### src/rtl/mem_access.sv
// MIPS memory-access stage: registered passthrough for ALU ops, req/ack bus
// transaction with pipeline stall for loads/stores, alignment and timeout errors.
module mem_access #(
    parameter int unsigned TIMEOUT = 255
) (
    input  logic        clk,
    input  logic        rst,
    input  logic [4:0]  ex_waddr,
    input  logic        ex_wreg,
    input  logic [31:0] ex_wdata,
    input  logic [31:0] ex_hi,
    input  logic [31:0] ex_lo,
    input  logic        ex_whilo,
    input  logic [3:0]  ex_memop,
    input  logic [31:0] ex_memaddr,
    input  logic [31:0] ex_memdata,
    output logic        stallreq,
    output logic        bus_req,
    output logic        bus_we,
    output logic [31:0] bus_addr,
    output logic [3:0]  bus_sel,
    output logic [31:0] bus_wdata,
    input  logic [31:0] bus_rdata,
    input  logic        bus_ack,
    output logic [4:0]  mem_waddr,
    output logic        mem_wreg,
    output logic [31:0] mem_wdata,
    output logic [31:0] mem_hi,
    output logic [31:0] mem_lo,
    output logic        mem_whilo,
    output logic        addr_err,
    output logic        bus_err
);

    typedef enum logic {IDLE, BUS} state_t;
    localparam logic [15:0] CNT_LAST = 16'(TIMEOUT - 1);

    state_t      state_q, state_d;
    logic [15:0] cnt_q, cnt_d;
    logic [3:0]  op_q, op_d;
    logic [1:0]  lane_q, lane_d;
    logic [4:0]  waddr_lat_q, waddr_lat_d;
    logic        wreg_lat_q, wreg_lat_d;
    logic        bus_req_q, bus_req_d;
    logic        bus_we_q, bus_we_d;
    logic [31:0] bus_addr_q, bus_addr_d;
    logic [3:0]  bus_sel_q, bus_sel_d;
    logic [31:0] bus_wdata_q, bus_wdata_d;
    logic [4:0]  mem_waddr_q, mem_waddr_d;
    logic        mem_wreg_q, mem_wreg_d;
    logic [31:0] mem_wdata_q, mem_wdata_d;
    logic [31:0] mem_hi_q, mem_hi_d;
    logic [31:0] mem_lo_q, mem_lo_d;
    logic        mem_whilo_q, mem_whilo_d;
    logic        addr_err_q, addr_err_d;
    logic        bus_err_q, bus_err_d;

    logic        is_byte, is_half, is_word, is_store, is_acc, misaligned, start, timeout;
    logic [3:0]  sel_c;
    logic [31:0] st_data_c;
    logic [7:0]  ld_b;
    logic [15:0] ld_h;
    logic [31:0] ld_val;

    always_comb begin
        is_byte    = (ex_memop == 4'd1) || (ex_memop == 4'd2) || (ex_memop == 4'd6);
        is_half    = (ex_memop == 4'd3) || (ex_memop == 4'd4) || (ex_memop == 4'd7);
        is_word    = (ex_memop == 4'd5) || (ex_memop == 4'd8);
        is_store   = (ex_memop >= 4'd6) && (ex_memop <= 4'd8);
        is_acc     = is_byte || is_half || is_word;
        misaligned = (is_half && ex_memaddr[0]) || (is_word && (ex_memaddr[1:0] != 2'b00));
        start      = is_acc && !misaligned;
        timeout    = (state_q == BUS) && !bus_ack && (cnt_q == CNT_LAST);
        sel_c      = 4'b1111;
        st_data_c  = ex_memdata;
        if (is_byte) begin
            sel_c     = 4'b1000 >> ex_memaddr[1:0];
            st_data_c = {4{ex_memdata[7:0]}};
        end else if (is_half) begin
            sel_c     = ex_memaddr[1] ? 4'b0011 : 4'b1100;
            st_data_c = {2{ex_memdata[15:0]}};
        end
    end

    // Big-endian lane extraction uses the lane latched at request time.
    always_comb begin
        case (lane_q)
            2'd0:    ld_b = bus_rdata[31:24];
            2'd1:    ld_b = bus_rdata[23:16];
            2'd2:    ld_b = bus_rdata[15:8];
            default: ld_b = bus_rdata[7:0];
        endcase
        ld_h = lane_q[1] ? bus_rdata[15:0] : bus_rdata[31:16];
        case (op_q)
            4'd1:    ld_val = {{24{ld_b[7]}}, ld_b};
            4'd2:    ld_val = {24'b0, ld_b};
            4'd3:    ld_val = {{16{ld_h[15]}}, ld_h};
            4'd4:    ld_val = {16'b0, ld_h};
            default: ld_val = bus_rdata;
        endcase
    end

    always_ff @(posedge clk or negedge rst) begin
        if (!rst) begin
            state_q     <= IDLE;
            cnt_q       <= '0;
            op_q        <= '0;
            lane_q      <= '0;
            waddr_lat_q <= '0;
            wreg_lat_q  <= 1'b0;
            bus_req_q   <= 1'b0;
            bus_we_q    <= 1'b0;
            bus_addr_q  <= '0;
            bus_sel_q   <= '0;
            bus_wdata_q <= '0;
            mem_waddr_q <= '0;
            mem_wreg_q  <= 1'b0;
            mem_wdata_q <= '0;
            mem_hi_q    <= '0;
            mem_lo_q    <= '0;
            mem_whilo_q <= 1'b0;
            addr_err_q  <= 1'b0;
            bus_err_q   <= 1'b0;
        end else begin
            state_q     <= state_d;
            cnt_q       <= cnt_d;
            op_q        <= op_d;
            lane_q      <= lane_d;
            waddr_lat_q <= waddr_lat_d;
            wreg_lat_q  <= wreg_lat_d;
            bus_req_q   <= bus_req_d;
            bus_we_q    <= bus_we_d;
            bus_addr_q  <= bus_addr_d;
            bus_sel_q   <= bus_sel_d;
            bus_wdata_q <= bus_wdata_d;
            mem_waddr_q <= mem_waddr_d;
            mem_wreg_q  <= mem_wreg_d;
            mem_wdata_q <= mem_wdata_d;
            mem_hi_q    <= mem_hi_d;
            mem_lo_q    <= mem_lo_d;
            mem_whilo_q <= mem_whilo_d;
            addr_err_q  <= addr_err_d;
            bus_err_q   <= bus_err_d;
        end
    end

    always_comb begin
        state_d = state_q;
        case (state_q)
            IDLE:    if (start) state_d = BUS;
            BUS:     if (bus_ack || timeout) state_d = IDLE;
            default: state_d = IDLE;
        endcase
    end

    always_comb begin
        cnt_d       = cnt_q;
        op_d        = op_q;
        lane_d      = lane_q;
        waddr_lat_d = waddr_lat_q;
        wreg_lat_d  = wreg_lat_q;
        bus_req_d   = bus_req_q;
        bus_we_d    = bus_we_q;
        bus_addr_d  = bus_addr_q;
        bus_sel_d   = bus_sel_q;
        bus_wdata_d = bus_wdata_q;
        mem_waddr_d = mem_waddr_q;
        mem_wreg_d  = mem_wreg_q;
        mem_wdata_d = mem_wdata_q;
        mem_hi_d    = mem_hi_q;
        mem_lo_d    = mem_lo_q;
        mem_whilo_d = mem_whilo_q;
        addr_err_d  = 1'b0;
        bus_err_d   = 1'b0;
        if (state_q == IDLE) begin
            mem_waddr_d = ex_waddr;
            mem_wreg_d  = ex_wreg && !is_acc;
            mem_wdata_d = ex_wdata;
            mem_hi_d    = ex_hi;
            mem_lo_d    = ex_lo;
            mem_whilo_d = ex_whilo && !is_acc;
            addr_err_d  = is_acc && misaligned;
            if (start) begin
                op_d        = ex_memop;
                lane_d      = ex_memaddr[1:0];
                waddr_lat_d = ex_waddr;
                wreg_lat_d  = ex_wreg;
                bus_req_d   = 1'b1;
                bus_we_d    = is_store;
                bus_addr_d  = {ex_memaddr[31:2], 2'b00};
                bus_sel_d   = sel_c;
                bus_wdata_d = is_store ? st_data_c : '0;
                cnt_d       = '0;
            end
        end else begin
            mem_wreg_d  = 1'b0;
            mem_whilo_d = 1'b0;
            if (bus_ack) begin
                bus_req_d = 1'b0;
                cnt_d     = '0;
                if (!bus_we_q) begin
                    mem_wreg_d  = wreg_lat_q;
                    mem_waddr_d = waddr_lat_q;
                    mem_wdata_d = ld_val;
                end
            end else if (timeout) begin
                bus_req_d = 1'b0;
                cnt_d     = '0;
                bus_err_d = 1'b1;
            end else begin
                cnt_d = cnt_q + 16'd1;
            end
        end
    end

    // Stall is forced low while reset is held so ctrl sees no request from a dead stage.
    always_comb begin
        stallreq = 1'b0;
        if (rst) begin
            case (state_q)
                IDLE:    stallreq = start;
                BUS:     stallreq = !bus_ack && !timeout;
                default: stallreq = 1'b0;
            endcase
        end
    end

    assign bus_req   = bus_req_q;
    assign bus_we    = bus_we_q;
    assign bus_addr  = bus_addr_q;
    assign bus_sel   = bus_sel_q;
    assign bus_wdata = bus_wdata_q;
    assign mem_waddr = mem_waddr_q;
    assign mem_wreg  = mem_wreg_q;
    assign mem_wdata = mem_wdata_q;
    assign mem_hi    = mem_hi_q;
    assign mem_lo    = mem_lo_q;
    assign mem_whilo = mem_whilo_q;
    assign addr_err  = addr_err_q;
    assign bus_err   = bus_err_q;

endmodule
### config.mk
export PLATFORM = sky130hd
export DESIGN_NAME = mem_access
export DESIGN_NICKNAME = d
export VERILOG_FILES = /design/src/rtl/mem_access.sv
export SDC_FILE = /design/constraint.sdc
export NUM_CORES = 1
export LEC_CHECK = 0
export ABC_AREA = 1
export ABC_CLOCK_PERIOD_IN_PS = 2100
export CELL_PAD_IN_SITES_DETAIL_PLACEMENT = 1
export CELL_PAD_IN_SITES_GLOBAL_PLACEMENT = 2
export CORE_ASPECT_RATIO = 0.75
export CORE_MARGIN = 2
export CORE_UTILIZATION = 24
export CTS_CLUSTER_DIAMETER = 150
export CTS_CLUSTER_SIZE = 25
export DETAILED_ROUTE_END_ITERATION = 10
export GPL_TIMING_DRIVEN = 0
export PLACE_DENSITY = 0.91
export SYNTH_ARGS = -nofsm -noshare
export SYNTH_HDL_FRONTEND = slang
export SYNTH_SLANG_ARGS = --single-unit
### constraint.sdc
create_clock -name clk -period 2.1 [get_ports clk]
set_input_delay 0.42 -clock clk [delete_from_list [all_inputs] [get_ports clk]]
set_output_delay 0.42 -clock clk [all_outputs]
set_load 0.05 [all_outputs]
Word level (Yosys, flattened, before mapping) --
Index checks and enable logic that the tools add are counted.
Word-level totals: output and inout port bits 176, word-level logic and storage cells 107, bits of input ports 206, flip-flop bits (word level) 202
Cells by class: add/subtract/negate cells 1, reductions and logical operators 29, equal/unequal tests 18, multiplexer cells 36, order comparisons 2, bitwise gates (word level) 1, shift-type cells 1
Operators by type and width (count):
- 2-to-1 mux 32 bit | 6
- case mux 32 bit (4 select lines) | 1
- 2-to-1 mux 16 bit | 5
- case mux 8 bit (3 select lines) | 1
- == test 4 x 3 -> 1 bit (second input constant) | 5
- adder 16 x 1 -> 16 bit (second input constant) | 1
- == test 16 x 8 -> 1 bit (second input constant) | 1
- == test 4 x 2 -> 1 bit (second input constant) | 4
- 2-to-1 mux 1 bit | 15
- 2-to-1 mux 5 bit | 3
- 2-to-1 mux 4 bit | 3
- logical AND 1 bit | 10
- logical OR 1 bit | 9
- == test 4 x 1 -> 1 bit (second input constant) | 2
- AND reduction 2 bit | 3
- == test 4 bit (second input constant) | 1
- >= comparator 4 x 3 -> 1 bit (second input constant) | 1
- less-or-equal comparator 4 bit (second input constant) | 1
- zero test 1 bit | 4
- != test 2 bit (second input constant) | 2
- case mux 1 bit (2 select lines) | 2
- nonzero test 2 bit | 2
- right shift 4 x 2 -> 4 bit (first input constant) | 1
- != test 3 x 2 -> 1 bit (second input constant) | 1
- 4 further kinds | 4

Logic depth before layout (Yosys ltp) --
word-level depth 9, gate-level depth with buffers 14, depth with buffers taken out 12

Worst setup path after synthesis --
No wires, ideal clock.
kind in2out, start point input ex_memop[0], end point output stallreq, cell stages on the path 7, data required time 1.680 ns, slack -0.758 ns, arrival time 2.438 ns, path buffers 2, path through buf_4 > a21oi_4 > nand2_2 > nand3_2 > nand3_4 > buf_2 > a21boi_0
Between the ends: word-level cells in the longest chain between the ends 9, elaborated cells between the ends (all ways) 22, classes of those cells eq/ne (8); mux (2); reduce/logical (12)
RTL lines:
- from (decl) | line 14 | input logic [3:0] ex_memop,
- == test 4 x 2 -> 1 bit or == test 4 x 3 -> 1 bit (tied branches) | line 67 | is_half = (ex_memop == 4'd3) || (ex_memop == 4'd4) || (ex_memop == 4'd7);
- logical OR 1 bit (2 in a row) | line 67
- logical AND 1 bit | line 71 | misaligned = (is_half && ex_memaddr[0]) || (is_word && (ex_memaddr[1:0] != 2'b00));
- logical OR 1 bit | line 71
- zero test 1 bit | line 72 | start = is_acc && !misaligned;
- logical AND 1 bit * | line 72
- case mux 1 bit (2 select lines) * | line 220 | case (state_q)
- 2-to-1 mux 1 bit * | line 219 | if (rst) begin
- to (decl) | line 17 | output logic stallreq,
Mark *: on every way between the ends. The rest lies on a longest branch, timed or not.

Final worst setup path --
start point register cnt_q[6], end point output stallreq
Between the ends: word-level cells in the longest chain between the ends 6
RTL lines:
- from (decl) | line 39 | logic [15:0] cnt_q, cnt_d;
- from (signal assigned) | line 126 | cnt_q <= cnt_d;
- == test 16 x 8 -> 1 bit | line 73 | timeout = (state_q == BUS) && !bus_ack && (cnt_q == CNT_LAST);
- logical AND 1 bit | line 73
- zero test 1 bit | line 222 | BUS: stallreq = !bus_ack && !timeout;
- logical AND 1 bit | line 222
- case mux 1 bit (2 select lines) | line 220
- 2-to-1 mux 1 bit | line 219
Every way passes these cells.

==> metrics.csv <==
stage,metric,value,unit
floorplanning,row count,64,
setup_path,type of the worst setup path,reg2out,
clock_tree,Worst-Skew Late Latency,0.49,ns
synth,Synth area leaders,"dfrtp_1 (52%), nand2_1 (24%), o21ai_0 (4.7%)",
setup_path,Crit-path slowest cell,dfrtp_1,
drt,Via Count,10300,
synth,proportion of synthesized area in mux cells,0.217,%
setup_path,CP Buf/Inv Count,1,
grt,number of global-route vias before repair,10800,
pwr,Max VDD drop,0.000732,V
grt,grt ovf,0,
timing,minimum hold slack,0.0430,ns
clock_tree,"Reg clk slew, reported paths",0.12,ns
placement,IO Port Bufs,377,
pwr,Static Leak,7.63,nW
setup_path,worst-path cell chain,"nand2_1, nor2_4, nand4_1, nand3_2, a21boi_4, buf_8",
drt,First DRT Iteration DRCs,475,
drt,routed wire length,42.4,mm
synth,most common flop cell mapped by yosys,dfrtp_1,
synth,sequential share of the synthesized area,51.6,%
timing,setup_tns,-0.169,ns
cells_and_area,Nets,1908,
drt,Final ANT Viol Nets,0,
drt,# DRC,0,
flow_run,count of maximum capacitance violations,0,
synth,most common cell in the netlist,nand2_1,
floorplanning,I/O Pins,382,
timing,Fmax,441,MHz
synth,simple-gate share of the synthesized area,32.6,%
setup_path,CP peak stage delay,0.45,ns
floorplanning,die area,42400,um^2
floorplanning,DIE WIDTH,237,um
outcome,status,finished with violations,
grt,initial antenna violation count,7,
synth,Adder-Cell Fraction of Synth Area,0.256,%
synth,"EDFF count, synth",0,
timing,Worst Max-Slew Pin Slew,0.889,ns
floorplanning,Chip Height,179,um
synth,Synth Area in XOR/XNOR,0.907,%
grt,first-pass GRT wire length,63.8,mm
timing,final period utilization,108,%
clock_tree,clock buffer depth,3,
setup_path,Critical Path AT,1.85,ns
min_path,Worst Hold Class,in2async,
cells_and_area,Synth-to-Final Area Change,51.3,%
drt,Via-to-Cell Ratio,4.60,
setup_path,CP top delay family,simple AND/OR/NAND/NOR gates,
synth,asr flop ratio synth,100,%
pwr,Pwr per Cell Area,1230,nW/um^2
setup_path,critical path capture point type,primary output,
synth,Yosys reg bits,202,
placement,gpl congestion,0.884,
clock_tree,clk sinks,202,
timing,Final Hold Viols,0,
synth,Syn Area/Cell,7.61,um^2
grt,largest net degree at the start of global routing,55,
synth,largest family of logic cells by synthesized area,simple AND/OR/NAND/NOR gates,
synth,synthesized cell area,9790,um^2
synth,Post-Syn Instances,1287,
setup_path,CP Launch Type,flip-flop,
drt,Pre-Repair DR Iteration Count,4,
placement,HPWL reported at the end of detailed placement,32.0,mm
clock_tree,Num CTS Buffers,12,
setup_path,Worst Path Max Fanout,5,
clock_tree,CTS tree,yes,
timing,crit path time final,2.27,ns
clock_tree,root buf cell,clkbuf_16,
synth,Post-synth top cells,"nand2_1 (617), dfrtp_1 (202), o21ai_0 (91)",
timing,RSZ-0062 raised after global routing,true,
grt,Tot GR Track Use,19.3,%
synth,Cell variety after synth,41,
timing,Final WS setup,-0.169,ns
timing,Max-slew headroom,40.6,%
synth,Yosys top cell area share,51.6,%
timing,# setup viols final,1,
floorplanning,core area,40500,um^2
synth,Compound-Gate Fraction of Synth Area,7.99,%
synth,"area leader, netlist",dfrtp_1,
cells_and_area,layout cells sized above 1,5.88,%
clock_tree,H-tree Lvls,1,
cells_and_area,# fillers,5006,
outcome,failing checks,negative setup slack,
timing,Clock Skew,0.0233,ns
drt,Avg WL per Cell,19.0,um
timing,final max-slew violation count,0,
setup_path,Critical Path RT,1.68,ns
floorplanning,starting density of the core,24.2,%
synth,Ys Warns,0,
==> what timing repair did <==
action | 4_1_cts | 5_1_grt
endpoints found under the setup margin | 207 | 85
pin swaps | 5 | 2
hold buffers | 2 | 0
gates resized for setup | 185 | 34
buffers inserted | 13 | 2
hold endpoints to repair | 18 | 0
gates cloned | 2 | 0
==> per-stage QoR <==
stage	power, mW	utilization [%]	std cells	setup slack [ns]	cell area, um^2
2_1_floorplan	12.1	-	1288	0.0166	9800
3_3_place_gp	16.1	35.1	2193	-8.78	14200
3_5_place_dp	16.3	35.3	2195	-1.36	14300
4_1_cts	18.4	36.3	2227	-0.135	14700
5_1_grt	19.4	36.6	2233	-0.252	14800
6_report	18.3	36.6	2234	-0.169	14800
==> state kept, by name (all words and copies together), names as in the netlist <==
| signal | count |
|---|---|
| bus_wdata | 32 |
| mem_hi | 32 |
| mem_lo | 32 |
| mem_wdata | 32 |
| bus_addr | 30 |
| cnt_q | 16 |
| mem_waddr | 5 |
| waddr_lat_q | 5 |
| bus_sel | 4 |
| op_q | 4 |
| lane_q | 2 |
| addr_err | 1 |
| bus_err | 1 |
| bus_req | 1 |
| bus_we | 1 |
| mem_whilo | 1 |
| mem_wreg | 1 |
| state_q | 1 |
| wreg_lat_q | 1 |
==> kinds of logic (layout without fill, tap and decap cells) <==
family          Yosys count  count (layout)
mux                       2               2
xor+xnor                  8               8
compound gates          135             135
flops                   202             202
buf+inv                 150             563
simple gates            787             787
other cells               1               7
fa+ha+maj                 2               2
==> power breakdown <==
part	internal, mW	switching [mW]	leakage, nW	total (mW)
registers	5.05	0.693	2.52	5.74
clock network	1.15	1.49	0.173	2.64
logic	2.64	7.26	4.93	9.90
==> final timing paths <==
check | cells after the start | from | slack [ns] | endpoint
setup / recovery | 6 | cnt_q[6] | -0.17 | stallreq
hold / removal | 3 | rst | 0.04 | bus_wdata[22]
setup reg to reg | 8 | bus_we | 0.16 | mem_wdata[15]
hold reg to reg | 2 | bus_addr[7] | 0.48 | bus_addr[7]
max in group asynchronous | 2 | rst | 0.93 | mem_wdata[21]
min in group clk | 3 | ex_memop[0] | 0.24 | op_q[0]
==> cell type report <==
type                       instances  area, um^2  area share, %
clock buffer                      13         325           2.20
inverter                          82         313           2.11
antenna                            5        12.5         0.0845
timing repair buffer             398        3910           26.4
clock inverter                     2        27.5          0.186
multi-input combinational        936        4170           28.2
tap                              528         661           4.46
sequential                       202        5060           34.1
buffer                            68         335           2.26
==> per-layer routing <==
layer	track usage (%)	up-vias	wire [um]	share of wire, %
met5	0	-	22	0.052
met4	6.00	4	1230	2.9
met3	4.60	64	2770	6.5
met2	32.1	294	19700	47
met1	24.9	5039	18600	44
li1	-	4876	-	-
==> worst register-to-register path, stage by stage, from the launching register on <==
cell	delay, ns
dfrtp_1	0.36
inv_1	0.07
nand2_1	0.10
nand2_1	0.16
inv_2	0.28
buf_1	0.55
nor2_1	0.15
nand2_1	0.12
nand2_1	0.05
==> placed cells by master, fill, tap and decap left out, types with 3 or more instances in the layout <==
cell type,instances
inv_1,70
o21ai_1,13
clkbuf_1,32
buf_8,3
o21ai_0,91
nor2_1,49
buf_16,3
dfrtp_1,200
nor3_1,6
dlymetal6s2s_1,18
o211ai_1,8
buf_4,23
dlygate4sd2_1,153
inv_2,10
nand2_1,615
xor2_1,6
clkbuf_16,13
diode_2,5
a22o_1,15
nand3b_1,8
buf_2,11
nand3_1,72
clkbuf_2,5
buf_1,8
nand4_1,23
nand2_2,3
clkdlybuf4s50_1,202
Note: power is estimated with default switching activity, not from simulation.
